## config.mk

```make
export PLATFORM = sky130hd
export DESIGN_NAME = output_bram_drain_flat
export DESIGN_NICKNAME = d
export VERILOG_FILES = /design/src/rtl/drain_pkg.sv /design/src/rtl/output_bram_drain_if.sv /design/src/rtl/drain_row_buffer.sv /design/src/rtl/output_bram_drain.sv /design/src/flat_wrapper.sv
export SDC_FILE = /design/constraint.sdc
export NUM_CORES = 1
export LEC_CHECK = 0
export CAP_MARGIN = 0
export CELL_PAD_IN_SITES_DETAIL_PLACEMENT = 1
export CELL_PAD_IN_SITES_GLOBAL_PLACEMENT = 1
export CORE_MARGIN = 5
export CORE_UTILIZATION = 40
export CTS_CLUSTER_DIAMETER = 60
export CTS_CLUSTER_SIZE = 16
export DETAILED_ROUTE_END_ITERATION = 8
export GPL_TIMING_DRIVEN = 0
export HOLD_SLACK_MARGIN = 0.05
export PLACE_DENSITY_LB_ADDON = 0.1
export SETUP_SLACK_MARGIN = 0.5
export SKIP_CTS_REPAIR_TIMING = 1
export SYNTH_ARGS = -nofsm -noshare
export SYNTH_HDL_FRONTEND = slang
export SYNTH_SLANG_ARGS = --single-unit
export TNS_END_PERCENT = 20
```

## constraint.sdc

```tcl
create_clock -name clk -period 11.38 [get_ports clk]
set_input_delay 2.276 -clock clk [delete_from_list [all_inputs] [get_ports clk]]
set_output_delay 2.276 -clock clk [all_outputs]
set_load 0.03 [all_outputs]
```

## src/rtl/drain_pkg.sv

```systemverilog
// Shared FSM encoding and fixed constants for the output BRAM drain.
// Read latency and the row-slot count are fixed properties of the output array and the drain buffer.
package drain_pkg;
    typedef enum logic [1:0] {
        IDLE   = 2'd0,
        RUN    = 2'd1,
        FINISH = 2'd2
    } drain_state_t;

    localparam int NUM_BRAMS_DEF = 16;
    localparam int BANK_W        = $clog2(NUM_BRAMS_DEF);
    localparam int RD_LAT        = 1;
    localparam int ROW_SLOTS     = 2;
endpackage

```

## src/rtl/output_bram_drain_if.sv

```systemverilog
// Serialized result stream: one signed word per valid/ready handshake, tagged with its source bank.
// The master holds data/bank/last stable while valid is high and ready is low.
interface output_bram_drain_if #(
    parameter int DW = 16
);
    logic signed [DW-1:0] m_data;
    logic [3:0]           m_bank;
    logic                 m_valid;
    logic                 m_ready;
    logic                 m_last;

    modport master (output m_data, m_bank, m_valid, m_last, input m_ready);
    modport slave  (input m_data, m_bank, m_valid, m_last, output m_ready);
endinterface

```

## src/rtl/drain_row_buffer.sv

```systemverilog
// Two-entry ping-pong FIFO holding whole output rows; head is readable combinationally.
// Latency 1 from push to head visible; push while full and pop while empty are excluded by the caller.
module drain_row_buffer #(
    parameter int W = 256
) (
    input  logic         clk,
    input  logic         rst,
    input  logic         push,
    input  logic [W-1:0] push_dat,
    input  logic         pop,
    output logic [W-1:0] head_dat,
    output logic         full,
    output logic         empty
);
    logic [W-1:0] slot_q [2];
    logic         wr_ptr_q;
    logic         rd_ptr_q;
    logic [1:0]   count_q;

    always_ff @(posedge clk) begin
        if (push) begin
            slot_q[wr_ptr_q] <= push_dat;
        end
    end

    always_ff @(posedge clk) begin
        if (rst) begin
            wr_ptr_q <= 1'b0;
            rd_ptr_q <= 1'b0;
            count_q  <= 2'd0;
        end else begin
            if (push) begin
                wr_ptr_q <= !wr_ptr_q;
            end
            if (pop) begin
                rd_ptr_q <= !rd_ptr_q;
            end
            count_q <= count_q + 2'(push) - 2'(pop);
        end
    end

    assign head_dat = slot_q[rd_ptr_q];
    assign full     = (count_q == 2'd2);
    assign empty    = (count_q == 2'd0);
endmodule

```

## src/rtl/output_bram_drain.sv

```systemverilog
// Reads output-array rows and serializes them bank by bank onto one valid/ready stream.
// First word 3 cycles after start; row reads stall while both row slots are committed.
module output_bram_drain
    import drain_pkg::*;
#(
    parameter int DW        = 16,
    parameter int NUM_BRAMS = 16,
    parameter int O_ADDR_W  = 9
) (
    input  logic                          clk,
    input  logic                          rst,
    input  logic                          start,
    input  logic [O_ADDR_W-1:0]           base_addr,
    input  logic [O_ADDR_W:0]             num_rows,
    output logic                          ext_read_mode,
    output logic [NUM_BRAMS*O_ADDR_W-1:0] ext_read_addr_flat,
    input  logic [NUM_BRAMS*DW-1:0]       ext_read_data_flat,
    output_bram_drain_if.master           m,
    output logic                          busy,
    output logic                          done
);
    localparam int ROWS_W = O_ADDR_W + 1;

    drain_state_t state_q, state_d;

    logic [O_ADDR_W-1:0]     base_q;
    logic [O_ADDR_W-1:0]     last_addr_q;
    logic [O_ADDR_W-1:0]     cur_addr;
    logic [O_ADDR_W-1:0]     rd_addr;
    logic [ROWS_W-1:0]       num_rows_q;
    logic [ROWS_W-1:0]       rows_issued_q;
    logic [ROWS_W-1:0]       rows_done_q;
    logic [RD_LAT-1:0]       rd_pipe_q;
    logic [BANK_W-1:0]       idx_q;
    logic [NUM_BRAMS*DW-1:0] head_dat;
    logic [2:0]              occupancy;
    logic [2:0]              pending;
    logic                    buf_full;
    logic                    buf_empty;
    logic                    start_acc;
    logic                    issue;
    logic                    stream_vld;
    logic                    hs;
    logic                    idx_last;
    logic                    row_is_last;
    logic                    pop;

    assign start_acc   = (state_q == IDLE) && start;
    assign occupancy   = buf_full ? 3'd2 : (buf_empty ? 3'd0 : 3'd1);
    assign pending     = occupancy + 3'($countones(rd_pipe_q));
    // A read is launched only if its capture slot is guaranteed free on arrival.
    assign issue       = (state_q == RUN) && (rows_issued_q < num_rows_q)
                         && (pending < 3'(ROW_SLOTS));
    assign cur_addr    = base_q + rows_issued_q[O_ADDR_W-1:0];
    assign rd_addr     = issue ? cur_addr : last_addr_q;
    assign ext_read_addr_flat = {NUM_BRAMS{rd_addr}};

    assign hs          = stream_vld && m.m_ready;
    assign idx_last    = (idx_q == BANK_W'(NUM_BRAMS - 1));
    assign row_is_last = (rows_done_q == num_rows_q - ROWS_W'(1));
    assign pop         = hs && idx_last;

    drain_row_buffer #(
        .W (NUM_BRAMS * DW)
    ) u_row_buffer (
        .clk      (clk),
        .rst      (rst),
        .push     (rd_pipe_q[RD_LAT-1]),
        .push_dat (ext_read_data_flat),
        .pop      (pop),
        .head_dat (head_dat),
        .full     (buf_full),
        .empty    (buf_empty)
    );

    always_ff @(posedge clk) begin
        if (rst) begin
            state_q <= IDLE;
        end else begin
            state_q <= state_d;
        end
    end

    always_comb begin
        state_d = state_q;
        unique case (state_q)
            IDLE: begin
                if (start) begin
                    state_d = (num_rows == '0) ? FINISH : RUN;
                end
            end
            RUN: begin
                if (pop && row_is_last) begin
                    state_d = FINISH;
                end
            end
            FINISH:  state_d = IDLE;
            default: state_d = IDLE;
        endcase
    end

    always_comb begin
        ext_read_mode = 1'b0;
        busy          = 1'b0;
        done          = 1'b0;
        stream_vld    = 1'b0;
        unique case (state_q)
            RUN: begin
                ext_read_mode = 1'b1;
                busy          = 1'b1;
                stream_vld    = !buf_empty;
            end
            FINISH: begin
                ext_read_mode = 1'b1;
                done          = 1'b1;
            end
            default: ;
        endcase
    end

    always_ff @(posedge clk) begin
        if (rst) begin
            base_q        <= '0;
            num_rows_q    <= '0;
            rows_issued_q <= '0;
            rows_done_q   <= '0;
            last_addr_q   <= '0;
            rd_pipe_q     <= '0;
            idx_q         <= '0;
        end else begin
            rd_pipe_q <= RD_LAT'({rd_pipe_q, issue});
            if (start_acc) begin
                base_q        <= base_addr;
                num_rows_q    <= num_rows;
                rows_issued_q <= '0;
                rows_done_q   <= '0;
                idx_q         <= '0;
            end else begin
                if (issue) begin
                    rows_issued_q <= rows_issued_q + ROWS_W'(1);
                    last_addr_q   <= cur_addr;
                end
                if (hs) begin
                    idx_q <= idx_last ? '0 : idx_q + BANK_W'(1);
                    if (idx_last) begin
                        rows_done_q <= rows_done_q + ROWS_W'(1);
                    end
                end
            end
        end
    end

    // Data is forced to zero while nothing is offered so idle/reset outputs read as 0.
    assign m.m_valid = stream_vld;
    assign m.m_data  = stream_vld ? head_dat[int'(idx_q)*DW +: DW] : '0;
    assign m.m_bank  = idx_q;
    assign m.m_last  = stream_vld && idx_last && row_is_last;
endmodule
```

## src/flat_wrapper.sv

```systemverilog
// flat-port wrapper written by rule: the top's interface ports become plain ports
module output_bram_drain_flat import drain_pkg::*;
#(
    parameter int DW        = 16,
    parameter int NUM_BRAMS = 16,
    parameter int O_ADDR_W  = 9
)
  (clk, rst, start, base_addr, num_rows, ext_read_mode, ext_read_addr_flat, ext_read_data_flat, busy, done, m_m_data, m_m_bank, m_m_valid, m_m_last, m_m_ready);
  output_bram_drain_if #(.DW(DW)) m_i ();
  input  logic clk;
  input  logic rst;
  input  logic start;
  input  logic [O_ADDR_W-1:0] base_addr;
  input  logic [O_ADDR_W:0] num_rows;
  output logic ext_read_mode;
  output logic [NUM_BRAMS*O_ADDR_W-1:0] ext_read_addr_flat;
  input  logic [NUM_BRAMS*DW-1:0] ext_read_data_flat;
  output logic busy;
  output logic done;
  output wire logic [$bits(m_i.m_data)-1:0] m_m_data;
  output wire logic [$bits(m_i.m_bank)-1:0] m_m_bank;
  output wire logic [$bits(m_i.m_valid)-1:0] m_m_valid;
  output wire logic [$bits(m_i.m_last)-1:0] m_m_last;
  input wire logic [$bits(m_i.m_ready)-1:0] m_m_ready;
  assign m_m_data = m_i.m_data;
  assign m_m_bank = m_i.m_bank;
  assign m_m_valid = m_i.m_valid;
  assign m_m_last = m_i.m_last;
  assign m_i.m_ready = m_m_ready;
  output_bram_drain #(.DW(DW), .NUM_BRAMS(NUM_BRAMS), .O_ADDR_W(O_ADDR_W)) u_core (.clk(clk), .rst(rst), .start(start), .base_addr(base_addr), .num_rows(num_rows), .ext_read_mode(ext_read_mode), .ext_read_addr_flat(ext_read_addr_flat), .ext_read_data_flat(ext_read_data_flat), .m(m_i), .busy(busy), .done(done));
endmodule
```

# == Word-level counts from Yosys, hierarchy flattened ==
# Memory sizes are Yosys's and may differ from the RTL's. A register that Yosys moved wholly into a read port is not among the register bits.
# Cells that the tools add are included.
# totals
register_bits,59
ram_bits,512
output_inout_bits,169
memories,1
# op_classes
n_addsub,8
n_lt_le_gt_ge,2
eq_ne,7
n_shift,1
n_mux,17
n_reduce_logical,18
# mem_list
memory,words,word_bits,read_ports,rd_ports_with_merged_regs,wr,line_no,text
u_core.u_row_buffer.slot_q,2,256,1,1,1,drain_row_buffer.sv:15,logic [W-1:0] slot_q [2];
# ops
op,n
$shiftx 256x9->16,1
$add 10x1->10 const B,2
$mux 16,1
$eq 10x10->1,1
$logic_not 10->1,1
$lt 10x10->1,1
$sub 10x1->10 const B,1
$add 9x9->9,1
$mux 1,9
$mux 9,1
$logic_and 1x1->1,8
$mux 2,3
$add 4x1->4 const B,1
$eq 2x2->1 const B,2
$eq 4x4->1 const B,1
$logic_not 2->1,2
$mux 4,1
$ne 2x2->1 const B,2
$pmux 2 s2,1
$reduce_and 2->1,2
$reduce_or 2->1,2
$add 3x1->3,1
$logic_not 1->1,3
$lt 3x2->1 const B,1
other kinds (4),4

# == Logic depth before layout (Yosys ltp) ==
# logic_depth
ltp_word,8
mapped_depth,12
ltp_nobuf,10

# == Cells and area by module ==
# Synthesis repeated with hierarchy kept, for this count alone.
# hier_totals
hier_cells,1474
hier_area_um2,24966.4
# by_module_without_submodules
mod,instances,cells_each,area_per_inst_um2,seq_area_each_um2
drain_row_buffer,1,817,18779.3,15474.8
output_bram_drain,1,657,6187.2,1101.1

# == Least setup slack after synthesis ==
# OpenSTA, ideal clock, no wires.
# synth_timing
path_type,reg-to-reg
startpoint,register u_core.rd_pipe_q
endpoint,memory u_core.u_row_buffer.slot_q[0][0] (enable)
setup_ps,880
arrival_time_ps,11071
path_slack_ps,-571
stages_incl_launch_ff,3
path_buffers,0
period_less_slack_ps,11951
path_cell_list,dfxtp_1 inv_1 nor2_1
# synth_via
elab_chain_len,2
# synth_lines
element,line_no,text
from (decl),output_bram_drain.sv:33,logic [RD_LAT-1:0] rd_pipe_q;
from (signal assigned),output_bram_drain.sv:131,"rd_pipe_q <= RD_LAT'({rd_pipe_q, issue});"
$mux 1,drain_row_buffer.sv:21,if (push) begin
$mux 1 (not written as such),drain_row_buffer.sv:22,slot_q[wr_ptr_q] <= push_dat;
to (decl),drain_row_buffer.sv:15,
# Every way passes these cells.

# == Final worst setup path ==
# layout_timing
startpoint,register u_core.num_rows_q[4]
endpoint,output ext_read_addr_flat[28]
# layout_via
elab_chain_len,4
# layout_lines
element,line_no,text
from (decl),output_bram_drain.sv:30,logic [ROWS_W-1:0] num_rows_q;
from (signal assigned),output_bram_drain.sv:134,num_rows_q <= num_rows;
$lt 10x10->1,output_bram_drain.sv:52,assign issue = (state_q == RUN) && (rows_issued_q < num_rows_q)
$logic_and 1x1->1,output_bram_drain.sv:52,
$logic_and 1x1->1,output_bram_drain.sv:53,&& (pending < 3'(ROW_SLOTS));
$mux 9,output_bram_drain.sv:55,assign rd_addr = issue ? cur_addr : last_addr_q;
to (decl),flat_wrapper.sv:16,output logic [NUM_BRAMS*O_ADDR_W-1:0] ext_read_addr_flat;
# Every way passes these cells.

==> summary.md <==
| Metric | Value |
|---|---|
| Outcome | finished clean |
| Starting Density | 40.4% |
| Placeable core region | 59,100 sq um |
| Pre-CTS WS | 4.60 ns |
| Total negative slack | 0 ns |
| Post-Synthesis Cells | 1,306 |
| Final setup fails | 0 |
| Post-synthesis compound-gate area fraction | 2.25% |
| Die width | 254 um |
| Synth area leaders | edfxtp_1 64%, mux4_2 15%, dfxtp_1 5.0%, buf_4 4.3%, ha_1 1.4% |
| Max-capacitance violation count | 0 |
| GRT Util Overall | 19.9% |
| Worst-Margin Slew | 1.19 ns |
| Via count | 13,400 |
| First-pass detailed-route iteration total | 5 |
| CP max FO | 16 |
| Final min period | 7.39 ns |
| Tightest Hold Check Type | reg -> reg |
| Vias/cell | 5.12 |
| Flops & latches, synth | 572 |
| RSZ-0062 raised after global routing | no |
| Htree depth | 2 |
| Async set-or-reset flop fraction in the synthesized netlist | 0% |
| Final Util | 52.6% |
| CTS tree | done |
| Mapped Area | 23,900 sq um |
| Area grow syn2layout | 30.1% |
| Max frequency | 135 MHz |
| Reg power frac | 52.4% |
| I/O Pins | 448 |
| Buffers added on ports | 447 |
| Post-Synth Adder-Cell Area | 1.44% |
| Clock network power share | 33.9% |
| DP HPWL | 49,100 um |
| Power Density | 149 nW/um^2 |
| Layout Skew | 0.0292 ns |
| Worst vdd ir | 118 uV |
| Final #Nets | 2,121 |
| Cell area after layout | 31,100 sq um |
| Largest family of logic cells by synthesized area | multiplexers |
| Post-synthesis sequential area ratio | 69.3% |
| Die span in y | 254 um |
| Sw power | 1.10 mW |
| Leak Pwr | 10.2 nW |
| Worst Path Arrival | 5.11 ns |
| Startpoint class of the critical path | register |
| Clock-pin slew on the worst setup and hold paths | 0.07 ns |
| Max clock buf depth | 3 |
| Most common library cell in the layout ignoring fill and taps | edfxtp_1 |
| GRT overflow | 0 |
| Most frequent cells in the layout | 512 x edfxtp_1, 447 x clkdlybuf4s50_1, 160 x mux4_2 |
| EDFF count, synth | 512 |
| Worst skew pair latency | 0.61 ns |
| Netlist cell types | 54 |
| Iteration-0 DRC Markers | 844 |
| Combinational share of power | 13.7% |
| Post-DP Area | 29,700 sq um |
| Number of global-route vias before repair | 14,500 |
| Avg Inst Size Synth | 18.3 sq um |
| Final hold vios | 0 |
| Detail Route Antenna Nets | 0 |
| Die ar. | 64,800 sq um |
| CTS Buf Count | 46 |
| Worst EP required | 9.10 ns |
| Yosys top cell area share | 64.3% |
| FP Rows | 89 |
| Root Driver | clkbuf_16 |
| Mux contribution to synthesized area | 16.4% |
| Final worst slack | 3.99 ns |
| WL/cell | 25.2 um |
| Ratio of cells with drive above 1 in the final layout | 22.2% |
| Top FF cell, synth | edfxtp_1 |
| Slew Limit Fails | 0 |
| Sw frac | 23.8% |
| First-pass GRT wire length | 94,400 um |
| Pint | 3.53 mW |
| Initial antenna violation count | 18 |
| Rel. slew slack | 18.3% |
| Crit share post-route | 64.9% |
| Synth Area in XOR/XNOR | 1.28% |
| Cell taking the most area after synthesis | edfxtp_1 |
| Post-Route WL | 66,100 um |
| Syn_nets | 1,612 |
| Residual DRC | 0 |
| RD Place Congestion | 0.801 |
| Ys Warns | 0 |
| Crit Path Class | reg -> out |
| Simple logic cell fraction of the synthesized area | 3.70% |
| Pin count of the biggest net entering global routing | 67 |
| CTS Sinks | 572 |
| Setup crit end kind | output port |
[state kept, by name, summed over array words and instances (netlist names), named ones only]
signal and count:
u_core.rd_pipe_q 1, u_core.u_row_buffer.count_q 2, u_core.u_row_buffer.slot_q 512, u_core.m.m_bank 4
u_core.base_q 9, u_core.rows_done_q 10, u_core.u_row_buffer.rd_ptr_q 1, u_core.rows_issued_q 10
u_core.state_q 2, u_core.u_row_buffer.wr_ptr_q 1, u_core.last_addr_q 9, u_core.num_rows_q 10
[final timing paths]
path,endpoint,from,slack [ns],cells after the start
max,ext_read_addr_flat[28],u_core.num_rows_q[4]$_SDFFE_PP0P_,3.99,12
min reg2reg,u_core.last_addr_q[0]$_SDFFE_PP0N_,u_core.last_addr_q[0]$_SDFFE_PP0N_,0.46,2
max reg2reg,u_core.rows_issued_q[9]$_SDFFE_PP0P_,u_core.num_rows_q[4]$_SDFFE_PP0P_,8.28,11
min,u_core.last_addr_q[0]$_SDFFE_PP0N_,u_core.last_addr_q[0]$_SDFFE_PP0N_,0.46,2
[kinds of logic (layout without fill, tap and decap cells)]
group	after synthesis	after routing
flip-flops	572	572
buffers and inverters	213	746
multiplexers	191	191
AND/OR/NAND/NOR	185	185
AO/OA/AOI/OAI	83	83
XOR/XNOR	35	35
adder cells (fa/ha/maj)	27	27
other	0	9
[per-layer routing]
| layer | global-route usage (%) | vias up | part of all wire, % |
|---|---|---|---|
| li1 | - | 6044 | - |
| met1 | 25.1 | 6956 | 40 |
| met2 | 35.2 | 332 | 52 |
| met3 | 4.70 | 79 | 5.9 |
| met4 | 4.56 | 18 | 1.9 |
| met5 | 0 | - | 0.19 |
[Yosys cell counts (2+ instances only)]
master / number
nand2b_1: 6
xnor2_1: 20
o21ai_1: 2
a21o_1: 5
mux2_2: 7
and2_1: 2
o221ai_2: 2
buf_1: 10
mux4_2: 160
nor2_1: 53
and4_1: 2
nor2_2: 2
nand2_1: 65
nor3b_1: 3
nor4_1: 5
or4_1: 5
mux2i_1: 24
nand3_1: 9
nand4b_1: 2
clkbuf_1: 30
o21ai_0: 15
inv_1: 22
edfxtp_1: 512
o211ai_1: 3
nor2b_1: 6
nand4_1: 7
a21oi_1: 39
ha_1: 26
xor2_1: 15
dfxtp_1: 60
buf_4: 136
buf_2: 14
o21a_1: 2
o31ai_1: 4
nor3_1: 4
and3_1: 4
or3_1: 5
o41ai_1: 2
[through the flow]
| step | cells | hold WS [ns] | power, mW |
|---|---|---|---|
| 5_1_grt | 2616 | 0.477 | 4.82 |
| 3_3_place_gp | 2526 | 0.442 | 3.12 |
| 2_1_floorplan | 1306 | 0.433 | 2.83 |
| 3_5_place_dp | 2540 | 0.453 | 3.11 |
| 4_1_cts | 2612 | 0.462 | 4.69 |
| 6_report | 2621 | 0.460 | 4.63 |
[layout make-up]
cell class	count	area, sq um
repair buffers	461	4780
plain buffers	191	1250
clock buffers	52	1170
flip-flops and latches	572	16600
multi-input cells	521	6000
fillers	5490	28000
well taps	773	967
diodes	9	22.5
clock inverters	20	248
inverters	22	82.6
[critical path, cell delays in order, from the launching register on]
cell             delay [ns]
dfxtp_1                0.31
clkbuf_1               0.37
inv_1                  0.16
ha_1                   0.32
a21o_1                 0.11
a21o_1                 0.14
o21a_1                 0.21
a211oi_2               0.10
nor2_1                 0.33
clkbuf_1               0.50
mux2i_1                1.04
buf_4                  0.24
clkdlybuf4s50_1        0.68
[power by group through the flow]
stage,registers [mW],logic (mW),clock network [mW]
finish,2.43,0.633,1.57
global route,2.43,0.674,1.71
CTS,2.43,0.643,1.62
detailed placement,2.47,0.641,0
global placement,2.51,0.607,0
floorplan,2.49,0.339,0
No activity file was read; power rests on OpenSTA's default activity.
